`src/rtl/echo_indication_output.sv`:
```
// echo_indication_output
//
// Transmit-side serializer for the Echo indication interface. Each heard
// or heard2 call becomes one 96-bit pipe word laid out as
// {field2[95:64], field1[63:32], tag[31:0]}. Words are queued in a small
// FIFO and drained onto pipe_enq toward the host transport. The request-side
// input decoder uses the same tag values and field positions to decode them.
//
// Handshake: a method call happens on a posedge where both its __ENA and
// __RDY are high. An ENA without the matching RDY is ignored and leaves state
// unchanged. Each RDY is a function of registered state only. pipe_enq__ENA
// is asserted only when a word is present and pipe_enq__RDY is high, and the
// word counts as delivered on that same edge.

module echo_indication_output #(
  parameter int unsigned DEPTH      = 4,
  parameter int unsigned TAG_HEARD  = 1,
  parameter int unsigned TAG_HEARD2 = 2
) (
  input  logic        CLK,
  input  logic        nRST,
  input  logic        indication_heard__ENA,
  input  logic [31:0] indication_heard_meth,
  input  logic [31:0] indication_heard_v,
  output logic        indication_heard__RDY,
  input  logic        indication_heard2__ENA,
  input  logic [31:0] indication_heard2_a,
  input  logic [31:0] indication_heard2_b,
  output logic        indication_heard2__RDY,
  output logic        pipe_enq__ENA,
  output logic [95:0] pipe_enq_v,
  input  logic        pipe_enq__RDY
);

  localparam int unsigned AW = $clog2(DEPTH);
  localparam int unsigned CW = AW + 1;

  localparam logic [CW-1:0] DEPTH_C    = CW'(DEPTH);
  localparam logic [CW-1:0] DEPTH_M1_C = CW'(DEPTH - 1);

  logic [95:0]   mem [DEPTH];
  logic [AW-1:0] wptr;
  logic [AW-1:0] rptr;
  logic [CW-1:0] count;

  logic          push_a;
  logic          push_b;
  logic          pop;
  logic [1:0]    n_push;
  logic [AW-1:0] wptr_b;
  logic [95:0]   word_a;
  logic [95:0]   word_b;

  // heard2 needs one spare slot beyond heard so that both calls can be
  // accepted together without overflowing.
  assign indication_heard__RDY  = (count < DEPTH_C);
  assign indication_heard2__RDY = (count < DEPTH_M1_C);

  assign push_a = indication_heard__ENA  && indication_heard__RDY;
  assign push_b = indication_heard2__ENA && indication_heard2__RDY;
  assign pop    = (count != '0) && pipe_enq__RDY;
  assign n_push = {1'b0, push_a} + {1'b0, push_b};

  assign word_a = {indication_heard_v, indication_heard_meth, 32'(TAG_HEARD)};
  assign word_b = {indication_heard2_b, indication_heard2_a, 32'(TAG_HEARD2)};

  // When both calls are accepted, heard takes the slot at wptr and heard2
  // takes the slot after it, which keeps heard ahead of heard2 in the output.
  assign wptr_b = push_a ? (wptr + AW'(1)) : wptr;

  assign pipe_enq__ENA = pop;
  assign pipe_enq_v    = mem[rptr];

  // Storage is not reset. Words that were buffered before a reset cannot be
  // read again because count returns to zero.
  always_ff @(posedge CLK) begin
    if (push_a) mem[wptr]   <= word_a;
    if (push_b) mem[wptr_b] <= word_b;
  end

  always_ff @(posedge CLK) begin
    if (!nRST) begin
      wptr  <= '0;
      rptr  <= '0;
      count <= '0;
    end else begin
      wptr  <= wptr + AW'(n_push);
      rptr  <= rptr + AW'(pop);
      count <= count + CW'(n_push) - CW'(pop);
    end
  end

endmodule

```
`config.mk`:
```
export PLATFORM = sky130hd
export DESIGN_NAME = echo_indication_output
export DESIGN_NICKNAME = d
export VERILOG_FILES = /design/src/rtl/echo_indication_output.sv
export SDC_FILE = /design/constraint.sdc
export NUM_CORES = 1
export LEC_CHECK = 0
export CAP_MARGIN = 5
export CORE_MARGIN = 4
export CORE_UTILIZATION = 45
export DETAILED_ROUTE_END_ITERATION = 7
export PLACE_DENSITY = 0.81
export SETUP_SLACK_MARGIN = 0.2
export SLEW_MARGIN = 20
export SYNTH_ARGS = -nofsm -noshare
export SYNTH_HDL_FRONTEND = slang
export SYNTH_SLANG_ARGS = --single-unit
```
`constraint.sdc`:
```
create_clock -name CLK -period 15.7 [get_ports CLK]
set_clock_uncertainty 0.05 [all_clocks]
set_input_delay 3.14 -clock CLK [delete_from_list [all_inputs] [get_ports CLK]]
set_output_delay 3.14 -clock CLK [all_outputs]
set_load 0.03 [all_outputs]
```
==> results of run 1 <==
-- cell usage in the layout, fill, tap and decap left out, types with 2 or more instances in the layout --
| cell | synthesis | routed |
|---|---|---|
| nor2b_1 | 8 | 8 |
| and2_1 | 6 | 6 |
| edfxtp_1 | 256 | 256 |
| ha_1 | 10 | 10 |
| dfxtp_1 | 15 | 13 |
| clkbuf_1 | 35 | 4 |
| mux2i_1 | 3 | 2 |
| inv_6 | 0 | 2 |
| a21oi_1 | 5 | 5 |
| a41oi_4 | 0 | 2 |
| clkinv_1 | 0 | 6 |
| a32o_1 | 256 | 256 |
| nor2_1 | 2 | 2 |
| clkbuf_16 | 0 | 29 |
| xnor2_1 | 4 | 4 |
| o21ai_0 | 8 | 4 |
| inv_1 | 9 | 9 |
| buf_4 | 31 | 16 |
| dfxtp_4 | 0 | 2 |
| mux4_2 | 66 | 66 |
| nand3b_1 | 4 | 4 |
| clkdlybuf4s50_1 | 0 | 201 |
| bufinv_16 | 0 | 5 |
| mux2_4 | 2 | 2 |
| conb_1 | 1 | 30 |
| nand2_1 | 6 | 6 |
| o21ai_4 | 0 | 4 |
| a31oi_4 | 0 | 2 |
| clkinv_2 | 0 | 8 |
-- cells by family (layout without fill, tap and decap cells) --
group / after synthesis / in the layout / synth area share
AOI/OAI and AO/OA: 276 / 276 / 0.202
DFF: 271 / 271 / 0.595
buffers and inverters: 138 / 283 / 0.0594
muxes: 72 / 72 / 0.116
and+or+nand+nor: 30 / 30 / 0.0137
adders and majority gates: 11 / 11 / 0.0108
xor gates and xnor gates: 5 / 5 / 0.00326
other: 1 / 30 / 0.000279
-- where the power goes --
| group | internal (mW) | switching (mW) |
|---|---|---|
| clock network | 0.422 | 0.283 |
| registers | 1.10 | 0.0948 |
| logic | 0.593 | 0.937 |
| total | 2.12 | 1.32 |
-- final cells by class --
| class | instances | area [sq um] | share of cell area |
|---|---|---|---|
| clock inverters | 21 | 241 | 0.0146 |
| flip-flops and latches | 271 | 8000 | 0.484 |
| inverters | 10 | 42.5 | 0.00257 |
| multi-input cells | 424 | 4850 | 0.294 |
| well taps | 384 | 480 | 0.0291 |
| repair buffers | 219 | 2170 | 0.131 |
| clock buffers | 33 | 741 | 0.0448 |
-- metrics by stage --
stage	total power [mW]	area, sq um	utilization	std cells	hold slack [ns]
after detailed placement	2.74	15500	0.533	1307	0.398
after global routing	3.57	16500	0.568	1362	0.436
after global placement	2.71	15500	0.533	1307	0.382
final	3.43	16500	0.568	1362	0.413
after floorplan	2.24	13500	-	833	0.370
after CTS	3.44	16500	0.567	1361	0.412
-- layer usage --
| metal | vias up | share of wire | wire (um) | track usage |
|---|---|---|---|---|
| met4 | 2 | 0.022 | 790 | 0.0551 |
| met1 | 4708 | 0.38 | 13800 | 0.284 |
| met2 | 635 | 0.50 | 18200 | 0.359 |
| li1 | 3861 | - | - | - |
| met5 | - | 0.00022 | 8 | 0 |
| met3 | 64 | 0.10 | 3730 | 0.0404 |
-- flip-flops by register name, indices dropped and copies added, names as in the netlist --
| signal | count |
|---|---|
| count | 3 |
| mem | 264 |
| rptr | 2 |
| wptr | 2 |
-- final timing paths --
path	start	endpoint	slack [ns]	cells after the start
worst max-delay path	pipe_enq__RDY	pipe_enq__ENA	8.03	3
worst min-delay path	mem[0][1]	mem[0][1]	0.41	2
worst max register to register	count[2]	count[2]	11.46	13
worst min register to register	mem[0][1]	mem[0][1]	0.41	2
-- Yosys cell counts (all sizes together) --
master / instances / area, sq um
edfxtp: 256 / 7690
xor2: 1 / 8.76
and2: 6 / 37.5
nand3b: 4 / 30.0
o21ai: 8 / 40.0
nand2b: 2 / 20.0
inv: 10 / 37.5
mux2: 3 / 41.3
ha: 10 / 125
nor2: 2 / 7.51
a21oi: 5 / 25.0
a31o: 1 / 8.76
nor2b: 8 / 50.1
dfxtp: 15 / 300
a41oi: 2 / 32.5
conb: 1 / 3.75
fa: 1 / 20.0
mux4: 66 / 1490
a31oi: 3 / 31.3
nor4bb: 1 / 10.0
mux2i: 3 / 30.0
buf: 93 / 628
xnor2: 4 / 35.0
a32o: 256 / 2560
o31a: 1 / 8.76
clkbuf: 35 / 131
nand2: 7 / 28.8
-- worst register-to-register path, stage by stage (launching register included) --
cell     delay, ns
dfxtp_1       0.40
nor2b_1       0.71
nand2_2       0.40
inv_6         0.79
ha_1          0.44
inv_1         0.06
ha_1          0.21
inv_1         0.05
ha_1          0.12
inv_1         0.05
fa_1          0.43
xnor2_1       0.15
xnor2_1       0.12
and2_1        0.15
==> summary.txt, run 1 <==
STA
  • Setup-violating endpoint count in the final report: 0
  • Slew Limit Headroom: 0.232
  • Setup tns final: 0 ns
  • PnR worst setup slack: 8.03 ns
  • Final worst-path cycle share: 0.489
  • Hold Fails Final Rpt: 0
  • Tmin final: about 7.7 ns
  • FMAX: 130 MHz
  • Worst-Margin Slew: 1.15 ns
  • Slew Limit Fails: 0
  • RSZ-0062 raised after global routing: no

Clock network
  • CTS tree: built
  • Worst skew pair latency: 0.55 ns
  • Hold buffer count at CTS: 0
  • Post-CTS sizing: 0
  • Post-CTS setup buffers: 0
  • Clock Sinks: ~270
  • Clock root cell: clkbuf_16
  • Max clock buf depth: 3
  • Clk slew on worst S/H paths: approximately 0.060 ns
  • H-tree depth: 1
  • CTS Buf Count: 29

GRT
  • Gr usage total: 0.212
  • Largest net degree at the start of global routing: 147
  • Initial antenna violation count: 1
  • First-pass GRT wire length: about 55 mm
  • Vias in the first global route: between 9k and 10k
  • Global route overflow: 0

Detailed routing
  • Iter 0 DRT Violations: between 1k and 1.5k
  • Detailed Route WL: between 30 and 40 mm
  • Vias: between 9k and 10k
  • WL/cell: 26.8 um
  • First-pass iteration count of the detailed router: 5
  • Detail Route Antenna Nets: 0
  • Drt drc: 0
  • Vias/cell: about 6.8

Finish
  • Share of cells above drive strength 1: 0.149
  • N_diodes: 0
  • Area Overhead vs Synth: 23.0%
  • Final #Nets: about 1.1k
  • Fillers: between 2k and 2.5k

Power and ir drop
  • Leak Pwr: around 5.2 nW
  • Power Dens Cells: roughly 210 nW/um^2
  • VDD IR max: 0.183 mV

Logic synthesis
  • Library cells used by synthesis: 35
  • Synth Cell Area: between 10000 and 15000 sq um
  • Synthesized flop and latch total: 271
  • Mapped Avg Cell Area: ~17 sq um
  • Syn. warnings: 0
  • Synth Instances: approximately 800
  • Register area share after synthesis: 0.595

Setup path
  • Most used cell, CP: clkdlybuf4s50_1
  • Critical path data required time: between 10 and 15 ns
  • CP peak stage delay: 0.70 ns
  • Buf/Inv on CP: 2
  • Setup CP Type: in -> out
  • Crit-path slowest cell: clkdlybuf4s50_1
  • Data arrival time of the worst path: about 4.5 ns
  • Crit path max-delay family: buffers and inverters
  • Worst setup EP type: output pin
  • Crit Path Max Fanout: 3
  • Critical Path Source Type: primary input
  • Crit path cell chain: clkdlybuf4s50_1, o31a_1, clkdlybuf4s50_1

Place
  • Port bufs: around 200
  • DP Worst Slack: between 8 and 9 ns
  • Routability congestion estimate: approximately 0.75
  • Final HPWL DP: 20.1 mm

Floorplanning
  • Core area: 29100 sq um
  • Initial Util: 0.462
  • Ports: 232
  • Die Y: ~180 um
  • # rows: 62
  • Die area: ~33000 sq um
  • Die Span X: roughly 180 um

Run
  • Max Cap Viol: 0

Status
  • Status: finished clean

Worst hold path
  • Worst Hold Class: reg -> reg
No activity file was read; power rests on OpenSTA's default activity.
==> run 2: changes to the inputs <==
PLACE_DENSITY = 0.83   (was 0.81)
clock period = 6.44 ns   (was 15.7 ns; I/O delays follow)
==> summary.txt, run 2 (synthesis gave the netlist of run 1 again) <==
STA
  • Setup-violating endpoint count in the final report: 0 (unchanged)
  • Worst-Margin Slew: 1.02 ns (was 1.15 ns)
  • Tmin final: 4.76 ns
  • Slew Limit Headroom: 0.320 (was 0.232)
  • Fin Hold WS: 0.411 ns (was 0.413 ns)
  • Hold Fails Final Rpt: 0 (unchanged)
  • Final worst-path cycle share: 0.739
  • Slew Limit Fails: 0 (unchanged)
  • RSZ-0062 raised after global routing: no (unchanged)
  • FMAX: roughly 210 MHz

Clock network
  • Clock Sinks: 271 (unchanged)
  • Clk slew on worst S/H paths: 0.06 ns (about the same)
  • H-tree depth: 1 (unchanged)
  • Post-CTS sizing: 0 (unchanged)
  • Worst skew pair latency: 0.53 ns (was 0.55 ns)
  • CTS tree: built (unchanged)
  • Post-CTS setup buffers: 0 (unchanged)
  • Max clock buf depth: 3 (unchanged)
  • Hold buffer count at CTS: 0 (unchanged)
  • Clock root cell: clkbuf_16 (unchanged)
  • CTS Buf Count: 29 (unchanged)

Detailed routing
  • Routed wl met3: 3.68 mm (was 3.73 mm)
  • Vias: 9281 (was 9270)
  • Max Used Layer: met5 (unchanged)
  • Detail Route Antenna Nets: 0 (unchanged)
  • Vias/cell: 6.80 (was 6.81)
  • Drt drc: 0 (unchanged)
  • Met1 Routed Length: 13.8 mm (about the same)
  • WL/cell: 27.0 um (was 26.8 um)
  • Detailed Route WL: 36.9 mm (was 36.6 mm)
  • Met2 wire length: 18.7 mm (was 18.2 mm)
  • First-pass iteration count of the detailed router: 7 (was 5)
  • Iter 0 DRT Violations: 1071 (was 1367)

Floorplanning
  • Die Y: 181 um (unchanged)
  • Ports: 232 (unchanged)
  • Initial Util: 0.462 (unchanged)
  • Die Span X: 181 um (unchanged)
  • # rows: 62 (unchanged)
  • Core area: 29100 sq um (unchanged)
  • Die area: 32700 sq um (unchanged)

GRT
  • Vias in the first global route: 9739 (was 9533)
  • First-pass GRT wire length: 56.5 mm (was 55.3 mm)
  • Global route overflow: 0 (unchanged)
  • Initial antenna violation count: 3 (was 1)
  • Largest net degree at the start of global routing: 101 (was 147)
  • Gr usage total: 0.216 (was 0.212)

Place
  • Final HPWL DP: 20.9 mm (was 20.1 mm)
  • Port bufs: 201 (unchanged)
  • Routability congestion estimate: 0.778 (was 0.754)
  • Placed insts: 1314 (was 1307)

Finish
  • Top flop regs: mem x264, count x3 (unchanged)
  • Area Overhead vs Synth: 22.2% (was 23.0%)
  • Most frequent cells in the layout: a32o_1, edfxtp_1, clkdlybuf4s50_1 (unchanged)
  • Largest Register: mem (unchanged)
  • Final #Nets: 1105 (was 1099)
  • Non-Filler Instances: 1365 (was 1362)
  • Max reg flops: 264 (unchanged)
  • Fillers: 2294 (was 2256)
  • Share of cells above drive strength 1: 0.143 (was 0.149)

Power and ir drop
  • Power Dens Cells: 495 nW/um^2 (was 208 nW/um^2)
  • Leak Pwr: 5.16 nW (was 5.23 nW)
  • VDD IR max: 0.456 mV (was 0.183 mV)

Setup path
  • Critical path data required time: 6.81 ns (was 12.51 ns)
  • Data arrival time of the worst path: 5.13 ns (was 4.48 ns)
  • Crit Path Max Fanout: 79 (was 3)
  • Setup CP Type: in -> reg (was in -> out)
  • Critical Path Source Type: primary input (unchanged)
  • Worst setup EP type: register (was output pin)

Status
  • Status: finished clean (unchanged)

Run
  • Max Cap Viol: 0 (unchanged)

Worst hold path
  • Worst Hold Class: reg -> reg (unchanged)
-- run 2: cell types whose count changed in the layout (fill, tap and decap cells not counted), moves of 2 or more --
cell,change
clkinv_1,+7
buf_4,+6
clkinv_2,-6
diode_2,+2
bufinv_16,-5
-- run 2: layout make-up --
class	count	area, sq um	share of cell area
Sequential cell	271	8000	0.487
Multi-Input combinational cell	424	4850	0.296
Timing Repair Buffer	225	2220	0.136
Clock buffer	33	741	0.0452
Tap cell	384	480	0.0293
Clock inverter	16	66.3	0.00404
Inverter	10	42.5	0.00259
Antenna cell	2	5.00	0.000305
-- run 2: final timing paths --
check                                            start        end  slack [ns]  cells past startpoint
worst max-delay path            indication_heard2__ENA   count[2]        1.68                     14
worst min-delay path                         mem[3][1]  mem[3][1]        0.41                      2
worst min register to register               mem[3][1]  mem[3][1]        0.41                      2
worst max register to register                count[2]   count[2]        2.50                     13
-- run 2: report_power, final --
part           total [mW]  internal (mW)  switching [mW]  leakage [nW]
registers            2.89           2.68           0.214          2.57
clock network        1.45          0.809           0.645         0.390
logic                3.78           1.47            2.31          2.20
total                8.13           4.95            3.17          5.16
-- run 2: worst max-delay path, stage by stage --
cell,delay (ns)
clkdlybuf4s50_1,0.48
nor2b_1,0.66
nand2_2,0.38
inv_6,0.54
ha_1,0.36
inv_1,0.08
ha_1,0.22
inv_1,0.06
ha_1,0.12
inv_1,0.05
fa_1,0.44
xnor2_1,0.15
xnor2_1,0.13
and2_1,0.15
-- run 2: per-stage QoR --
stage	utilization	power (mW)	instance area [sq um]	TNS (ns)	worst slack (ns)
2_1_floorplan	-	5.46	13500	-77.36	-0.403
3_3_place_gp	0.535	6.62	15600	0	1.28
3_5_place_dp	0.536	6.71	15600	0	1.12
4_1_cts	0.564	8.18	16400	0	1.68
5_1_grt	0.564	8.48	16400	0	1.45
6_report	0.564	8.13	16400	0	1.68
-- run 2: layer usage --
layer | vias to the layer above | global-route usage
met3 | 64 | 0.0314
li1 | 3870 | -
met2 | 641 | 0.379
met1 | 4704 | 0.287
met5 | - | 0
met4 | 2 | 0.0523
